## src/rtl/softstart_pkg.sv

```systemverilog
// Shared definitions for the soft-start tstate generator: sequencer states and
// parameter defaults.
package softstart_pkg;

  localparam int PRE_CYC_DEF     = 16;
  localparam int STEP_DIV_DEF    = 8;
  localparam int RAMP_W_DEF      = 6;
  localparam int ACK_TIMEOUT_DEF = 64;

  typedef enum logic [2:0] {
    ST_IDLE,
    ST_PRE,
    ST_RAMP,
    ST_WAIT,
    ST_DONE,
    ST_FAULT
  } ss_state_e;

  function automatic int max_of3(input int a, input int b, input int c);
    int m;
    m = (a > b) ? a : b;
    return (m > c) ? m : c;
  endfunction

endpackage

```

## src/rtl/softstart_tstate_gen_sync2.sv

```systemverilog
// Two-flop synchronizer for the asynchronous feedback returned from the
// soft-start output path.
module sync2 (
  input  logic clk,
  input  logic rstb,
  input  logic d,
  output logic q
);

  logic meta_reg;
  logic q_reg;

  always_ff @(posedge clk or negedge rstb) begin
    if (!rstb) begin
      meta_reg <= 1'b0;
      q_reg    <= 1'b0;
    end else begin
      meta_reg <= d;
      q_reg    <= meta_reg;
    end
  end

  assign q = q_reg;

endmodule

```

## src/rtl/softstart_tstate_gen.sv

```systemverilog
// Soft-start sequencer: precharge hold, reference ramp, tstate launch and
// acknowledge supervision with sticky fault.
module softstart_tstate_gen
  import softstart_pkg::*;
#(
  parameter int PRE_CYC     = PRE_CYC_DEF,
  parameter int STEP_DIV    = STEP_DIV_DEF,
  parameter int RAMP_W      = RAMP_W_DEF,
  parameter int ACK_TIMEOUT = ACK_TIMEOUT_DEF
) (
  input  logic              clk,
  input  logic              rstb,
  input  logic              en,
  input  logic              o_fb,
  input  logic              CELG,
  input  logic              CELV,
  input  logic              CELSUB,
  output logic              tstate,
  output logic [RAMP_W-1:0] ramp,
  output logic              ss_done,
  output logic              ss_fault
);

  localparam int CNT_MAX = max_of3(PRE_CYC, STEP_DIV, ACK_TIMEOUT);
  localparam int CNT_W   = (CNT_MAX > 1) ? $clog2(CNT_MAX) : 1;

  localparam logic [CNT_W-1:0]  PRE_LAST  = CNT_W'(PRE_CYC - 1);
  localparam logic [CNT_W-1:0]  STEP_LAST = CNT_W'(STEP_DIV - 1);
  localparam logic [CNT_W-1:0]  ACK_LAST  = CNT_W'(ACK_TIMEOUT - 1);
  localparam logic [RAMP_W-1:0] RAMP_TOP  = '1;

  ss_state_e        state_reg;
  logic [CNT_W-1:0] cnt_reg;
  logic [CNT_W-1:0] cnt_next;
  logic             fb_sync;

  // Supply/ground/substrate pins exist for netlist compatibility only.
  logic unused_supply;
  assign unused_supply = CELG ^ CELV ^ CELSUB;

  sync2 u_fb_sync (
    .clk  (clk),
    .rstb (rstb),
    .d    (o_fb),
    .q    (fb_sync)
  );

  // Saturating increment: a counter parked at all-ones never wraps to zero.
  assign cnt_next = (cnt_reg == '1) ? cnt_reg : cnt_reg + CNT_W'(1);

  always_ff @(posedge clk or negedge rstb) begin
    if (!rstb) begin
      state_reg <= ST_IDLE;
      cnt_reg   <= '0;
      tstate    <= 1'b0;
      ramp      <= '0;
      ss_done   <= 1'b0;
      ss_fault  <= 1'b0;
    end else if (!en) begin
      // Dropping the request wins over any acknowledge or timeout this edge.
      state_reg <= ST_IDLE;
      cnt_reg   <= '0;
      tstate    <= 1'b0;
      ramp      <= '0;
      ss_done   <= 1'b0;
      ss_fault  <= 1'b0;
    end else begin
      case (state_reg)
        ST_IDLE: begin
          state_reg <= ST_PRE;
          cnt_reg   <= '0;
        end
        ST_PRE: begin
          if (cnt_reg == PRE_LAST) begin
            state_reg <= ST_RAMP;
            cnt_reg   <= '0;
            ramp      <= '0;
          end else begin
            cnt_reg <= cnt_next;
          end
        end
        ST_RAMP: begin
          if (ramp == RAMP_TOP) begin
            state_reg <= ST_WAIT;
            cnt_reg   <= '0;
            tstate    <= 1'b1;
          end else if (cnt_reg == STEP_LAST) begin
            cnt_reg <= '0;
            ramp    <= ramp + RAMP_W'(1);
          end else begin
            cnt_reg <= cnt_next;
          end
        end
        ST_WAIT: begin
          if (fb_sync) begin
            state_reg <= ST_DONE;
            ss_done   <= 1'b1;
          end else if (cnt_reg == ACK_LAST) begin
            state_reg <= ST_FAULT;
            tstate    <= 1'b0;
            ramp      <= '0;
            ss_fault  <= 1'b1;
          end else begin
            cnt_reg <= cnt_next;
          end
        end
        ST_DONE: begin
          if (!fb_sync) begin
            state_reg <= ST_FAULT;
            tstate    <= 1'b0;
            ramp      <= '0;
            ss_done   <= 1'b0;
            ss_fault  <= 1'b1;
          end
        end
        ST_FAULT: begin
          tstate   <= 1'b0;
          ramp     <= '0;
          ss_done  <= 1'b0;
          ss_fault <= 1'b1;
        end
        default: begin
          state_reg <= ST_IDLE;
          cnt_reg   <= '0;
          tstate    <= 1'b0;
          ramp      <= '0;
          ss_done   <= 1'b0;
          ss_fault  <= 1'b0;
        end
      endcase
    end
  end

endmodule

```

## config.mk

```make
export PLATFORM = sky130hd
export DESIGN_NAME = softstart_tstate_gen
export DESIGN_NICKNAME = d
export VERILOG_FILES = /design/src/rtl/softstart_pkg.sv /design/src/rtl/softstart_tstate_gen_sync2.sv /design/src/rtl/softstart_tstate_gen.sv
export SDC_FILE = /design/constraint.sdc
export NUM_CORES = 1
export LEC_CHECK = 0
export BUFFER_PORTS_ARGS = -buffer_cell sky130_fd_sc_hd__buf_4
export CORE_ASPECT_RATIO = 0.7
export CORE_MARGIN = 4
export CORE_UTILIZATION = 55
export DETAILED_ROUTE_END_ITERATION = 12
export GPL_TIMING_DRIVEN = 0
export PLACE_DENSITY_LB_ADDON = 0.1
export SETUP_SLACK_MARGIN = 0.05
export SLEW_MARGIN = 20
export SYNTH_ARGS = -nofsm -noshare
export SYNTH_HDL_FRONTEND = slang
export SYNTH_SLANG_ARGS = --single-unit
export TNS_END_PERCENT = 1
```

## constraint.sdc

```tcl
create_clock -name clk -period 2.15 [get_ports clk]
set_input_delay 0.3225 -clock clk [delete_from_list [all_inputs] [get_ports clk]]
set_output_delay 0.3225 -clock clk [all_outputs]
set_load 0.01 [all_outputs]
```

# Word-level counts from Yosys, hierarchy flattened
# Cells that the tools add are included.
totals:
  regBits: 20
  input_bits: 7
  out_inout_bits: 9
classes:
  n_addsub: 2
  eq_ne: 24
  mux: 37
  reduce_logical: 10
op_table:
  columns: ["op", "n"]
  rows:
  - ["2-to-1 mux 6 bit", 14]
  - ["one-hot mux 6 bit (5 select lines)", 1]
  - ["inequality test 3 bit (second input constant)", 8]
  - ["one-hot mux 6 bit (4 select lines)", 1]
  - ["2-to-1 mux 3 bit", 6]
  - ["one-hot mux 3 bit (6 select lines)", 1]
  - ["adder 6 x 1 -> 6 bit (second input constant)", 2]
  - ["equality test 6 bit (second input constant)", 2]
  - ["2-to-1 mux 1 bit", 11]
  - ["inequality test 2 bit (second input constant)", 5]
  - ["AND reduction 5 bit", 2]
  - ["one-hot mux 1 bit (4 select lines)", 2]
  - ["AND reduction 7 bit", 1]
  - ["equality test 3 x 2 -> 1 bit (second input constant)", 2]
  - ["equality test 3 bit (second input constant)", 2]
  - ["equality test 6 x 3 -> 1 bit (second input constant)", 1]
  - ["equality test 6 x 4 -> 1 bit (second input constant)", 1]
  - ["AND reduction 3 bit", 2]
  - ["inequality test 4 x 3 -> 1 bit (second input constant)", 1]
  - ["AND reduction 4 bit", 1]
  - ["OR reduction 2 bit", 2]
  - ["equality test 3 x 1 -> 1 bit (second input constant)", 1]
  - ["zero test 3 bit", 1]
  - ["inequality test 3 x 2 -> 1 bit (second input constant)", 1]
  - ["2 further kinds", 2]

# Logic depth before layout (Yosys ltp)
depth:
  word_depth: 6
  depth_mapped: 7
  depth_no_buf: 7

# Modules after synthesis
# Synthesis repeated with hierarchy kept, for this count alone.
hier_totals:
  hier_cells: 137
  hier_area_um2: 1228.7
by_module_without_submodules:
  columns: ["module", "n_inst", "cells_each", "area_each_um2"]
  rows:
  - ["softstart_tstate_gen", 1, 135, 1178.6]
  - ["sync2", 1, 2, 50.0]

# Least setup slack after synthesis
# No wires, ideal clock.
synth_path:
  path_kind: "register to register"
  startpoint: "reg ramp[0]"
  endpoint: "reg cnt_reg[3]"
  setup_ns: 0.078
  t_arrival_ns: 1.646
  path_slack_ns: 0.427
  stages_incl_launch_ff: 7
  n_path_buf: 0
  period_less_slack_ns: 1.723
  path_cell_list: "dfrtp_1 ha_1 and3_4 and2_1 o31ai_4 o211ai_1 a21oi_1"
synth_between:
  elab_chain_len: 4
synth_rtl:
  columns: ["item", "line", "rtl"]
  rows:
  - ["start, declared", "softstart_tstate_gen.sv:19", "output logic [RAMP_W-1:0] ramp,"]
  - ["start signal, assigned", "softstart_tstate_gen.sv:89", "ramp <= ramp + RAMP_W'(1);"]
  - ["equality test 6 bit", "softstart_tstate_gen.sv:83", "if (ramp == RAMP_TOP) begin"]
  - ["2-to-1 mux 6 bit", "softstart_tstate_gen.sv:83", null]
  - ["one-hot mux 6 bit (4 select lines)", "softstart_tstate_gen.sv:68", "case (state_reg)"]
  - ["2-to-1 mux 6 bit", "softstart_tstate_gen.sv:59", "end else if (!en) begin"]
  - ["end signal, assigned", "softstart_tstate_gen.sv:79", "cnt_reg <= cnt_next;"]
  - ["end signal, assigned", "softstart_tstate_gen.sv:91", "cnt_reg <= cnt_next;"]
  - ["end signal, assigned", "softstart_tstate_gen.sv:104", "cnt_reg <= cnt_next;"]
  - ["end, declared", "softstart_tstate_gen.sv:33", "logic [CNT_W-1:0] cnt_reg;"]
# Every way passes these cells.
# A chain may end at the register's enable or synchronous reset.

# Worst setup path after layout
layout_path:
  startpoint: "reg ramp[0]"
  endpoint: "reg cnt_reg[2]"
# The elaborated chain is that of the path after synthesis.

==> impl_metrics.tcl <==
set metrics [dict create \
    r2r-end "cnt_reg[2]$_DFFE_PN0P_" \
    rsz0062_at_grt "true" \
    synth_top_cell_area_share_pct 38.5 \
    clock_path_buffers 2 \
    required_ps 2380 \
    cts_buffers 3 \
    netlist_area_um2 1300 \
    yosys.cell_count.top_type "dfrtp_1" \
    dpl.cell_count 182 \
    ys_seq_area_share_pct 38.5 \
    irDropWorstVdd_uv 411 \
    fp.dieW_um 66.1 \
    syn_inst 138 \
    die_h_um 48.7 \
    tritoncts "built" \
    hold_violations 0 \
    synthesis.nets 147 \
    fin_crit_sh_pct 90.2 \
    ys_top_cells_by_count "dfrtp_1 (20), nand2_1 (14), a21oi_1 (11)" \
    cap_violations 0 \
    synth_top_area_cell "dfrtp_1" \
    pwr_density_cell_nw_per_um2 473 \
    num_vias 1116 \
    r2r_start "ramp[0]$_DFFE_PN0P_" \
    fmax_mhz 516 \
    leakagePower_nw 0.592 \
    worstMarginPinSlew_ps 527 \
    async_flop_share_pct 100 \
    area_growth_pct 13.6 \
    rows 14 \
    drt_iter0_markers 128 \
    ys.flop_type "dfrtp_1" \
    num_io_pins 16 \
    synth-edff-count 0 \
    fin_setup_tns_ps 0 \
    first_pass_iters 4 \
    antennaDiodeCount 0 \
    yosysWarnings 0 \
    setup_viol 0 \
    cts.clk_slew.worst_paths_ps 110 \
    wire_per_inst_um 15.3 \
    wl_um 2870 \
    drive_gt1_share_pct 23.9 \
    cts_sinks 20 \
    grt_pass1_vias 1069 \
    dieArea_um2 3220 \
    yosysUniqueCellTypes 44 \
    crit_path_end_kind "flop" \
    power_uw 699 \
    grt_pass1_wl_um 5020 \
    ys_ff_latch 20 \
    reg2reg_depth 6 \
    coreArea_um2 2210 \
    worstSetupPathType "reg -> reg" \
    cts_root_buf "clkbuf_4" \
    drtAntennaViolNets 0 \
    synthTopCellsByArea "dfrtp_1 (38%), a21oi_1 (4.2%), nand2_1 (4.0%)" \
    grt_overflow 0 \
    critPathLaunchType "flop" \
    h-tree-depth 1 \
    grt_util_all_layers_pct 20.3 \
    layout.nets 165 \
    post_cts_buffers 0 \
    status "completed" \
    grt_max_degree 21 \
    drv_slew 0 \
    antenna_found_initial 0 \
    dp_hpwl_um 2090 \
    rrSetupSlack_ps 210 \
    endpoint "cnt_reg[2]$_DFFE_PN0P_" \
    portBuffers 12 \
    viasPerCell 5.97 \
    critPathArrivalTime_ps 2170 \
    start_util_pct 58.9 \
    final_cells 187 \
    crit_fanout 8 \
    utilization_pct 66.9 \
    syn_avg_cell_area_um2 9.42 \
    gp_congestion 0.840 \
    hold_class "in -> reg" \
    drc 0 \
    fillerInstances 188 \
    clock_latency_ps 310 \
    finClkSkew_ps 8.64 \
    maxSlewHeadroom_pct 64.8 \
    crit_start "ramp[0]$_DFFE_PN0P_" \
    final.min_clock_period_ps 1940 \
]
==> final cells by class <==
type,count,area [µm²],area share [%]
multi-input combinational,106,747,50.6
timing repair buffer,13,100,6.78
buffer,6,27.5,1.86
sequential,20,500,33.9
tap,32,40.0,2.71
clock buffer,4,36.3,2.46
inverter,6,25.0,1.69
==> kinds of logic (layout without fill, tap and decap cells) <==
family,after synthesis,in the layout,synth area share (%)
and+or+nand+nor,58,58,28.2
adders and majority gates,2,2,1.92
buffers and inverters,12,29,4.04
DFF,20,20,38.5
AOI/OAI and AO/OA,46,46,27.3
==> worst min path at each step <==
stage          cells after the start  from  slack [ps]                            to
3_3_place_gp                       1  rstb         210           ramp[5]$_DFFE_PN0P_
5_1_grt                            1  o_fb          80  u_fb_sync.meta_reg$_DFF_PN0_
6_report                           1  o_fb         110  u_fb_sync.meta_reg$_DFF_PN0_
4_1_cts                            1  o_fb          90  u_fb_sync.meta_reg$_DFF_PN0_
3_5_place_dp                       1  rstb         220           ramp[4]$_DFFE_PN0P_
2_1_floorplan                      0  rstb          30        cnt_reg[0]$_DFFE_PN0P_
==> where the power goes <==
group	switching (mW)	internal (mW)
Sequential	0.00616	0.383
Combinational	0.0554	0.0268
Clock	0.124	0.104
Total	0.186	0.513
==> cell usage in the layout, fill, tap and decap left out, types with 2 or more instances in the layout <==
cell type and n:
dfrtp_1 20, nand2_1 14, buf_4 12, a21oi_1 11
nor2_1 9, o21ai_1 9, o21ai_0 7, nand3_1 7
buf_2 4, and2_1 4, inv_1 4, o31ai_1 4
nand4_1 3, clkbuf_4 3, clkbuf_1 2, nor4_2 2
nand2b_1 2, nor2_2 2, nand3b_1 2, o31ai_4 2
a31oi_1 2, and3_1 2, o211ai_1 2, ha_1 2
==> through the flow <==
| stage | setup slack (ps) | cell area [µm²] | hold WS (ps) |
|---|---|---|---|
| floorplan | 427 | 1300 | 26.9 |
| global placement | 254 | 1430 | 214 |
| detailed placement | 224 | 1430 | 222 |
| CTS | 195 | 1480 | 93.4 |
| global route | 49.3 | 1480 | 83.8 |
| finish | 212 | 1480 | 111 |
==> per-layer routing <==
layer / up-vias / part of all wire (%) / global-route usage (%)
li1: 544 / - / -
met1: 529 / 50 / 29.3
met2: 41 / 43 / 27.8
met3: 2 / 6.3 / 5.56
met4: 0 / 0.66 / 8.78
met5: - / 0 / 0
==> worst max-delay path, stage by stage, from the launching register on <==
cell      delay, ps
dfrtp_1         440
ha_1            250
and3_4          210
and2_1          210
o31ai_4         400
o211ai_1        150
a21oi_1         200
==> timing repair <==
| item | in CTS | in global routing |
|---|---|---|
| hold buffers | 1 | 0 |
| setup endpoints to repair | 0 | 2 |
| gates resized for setup | 0 | 0 |
| endpoints found under the hold margin | 20 | 0 |
Note: power is estimated with default switching activity, not from simulation.
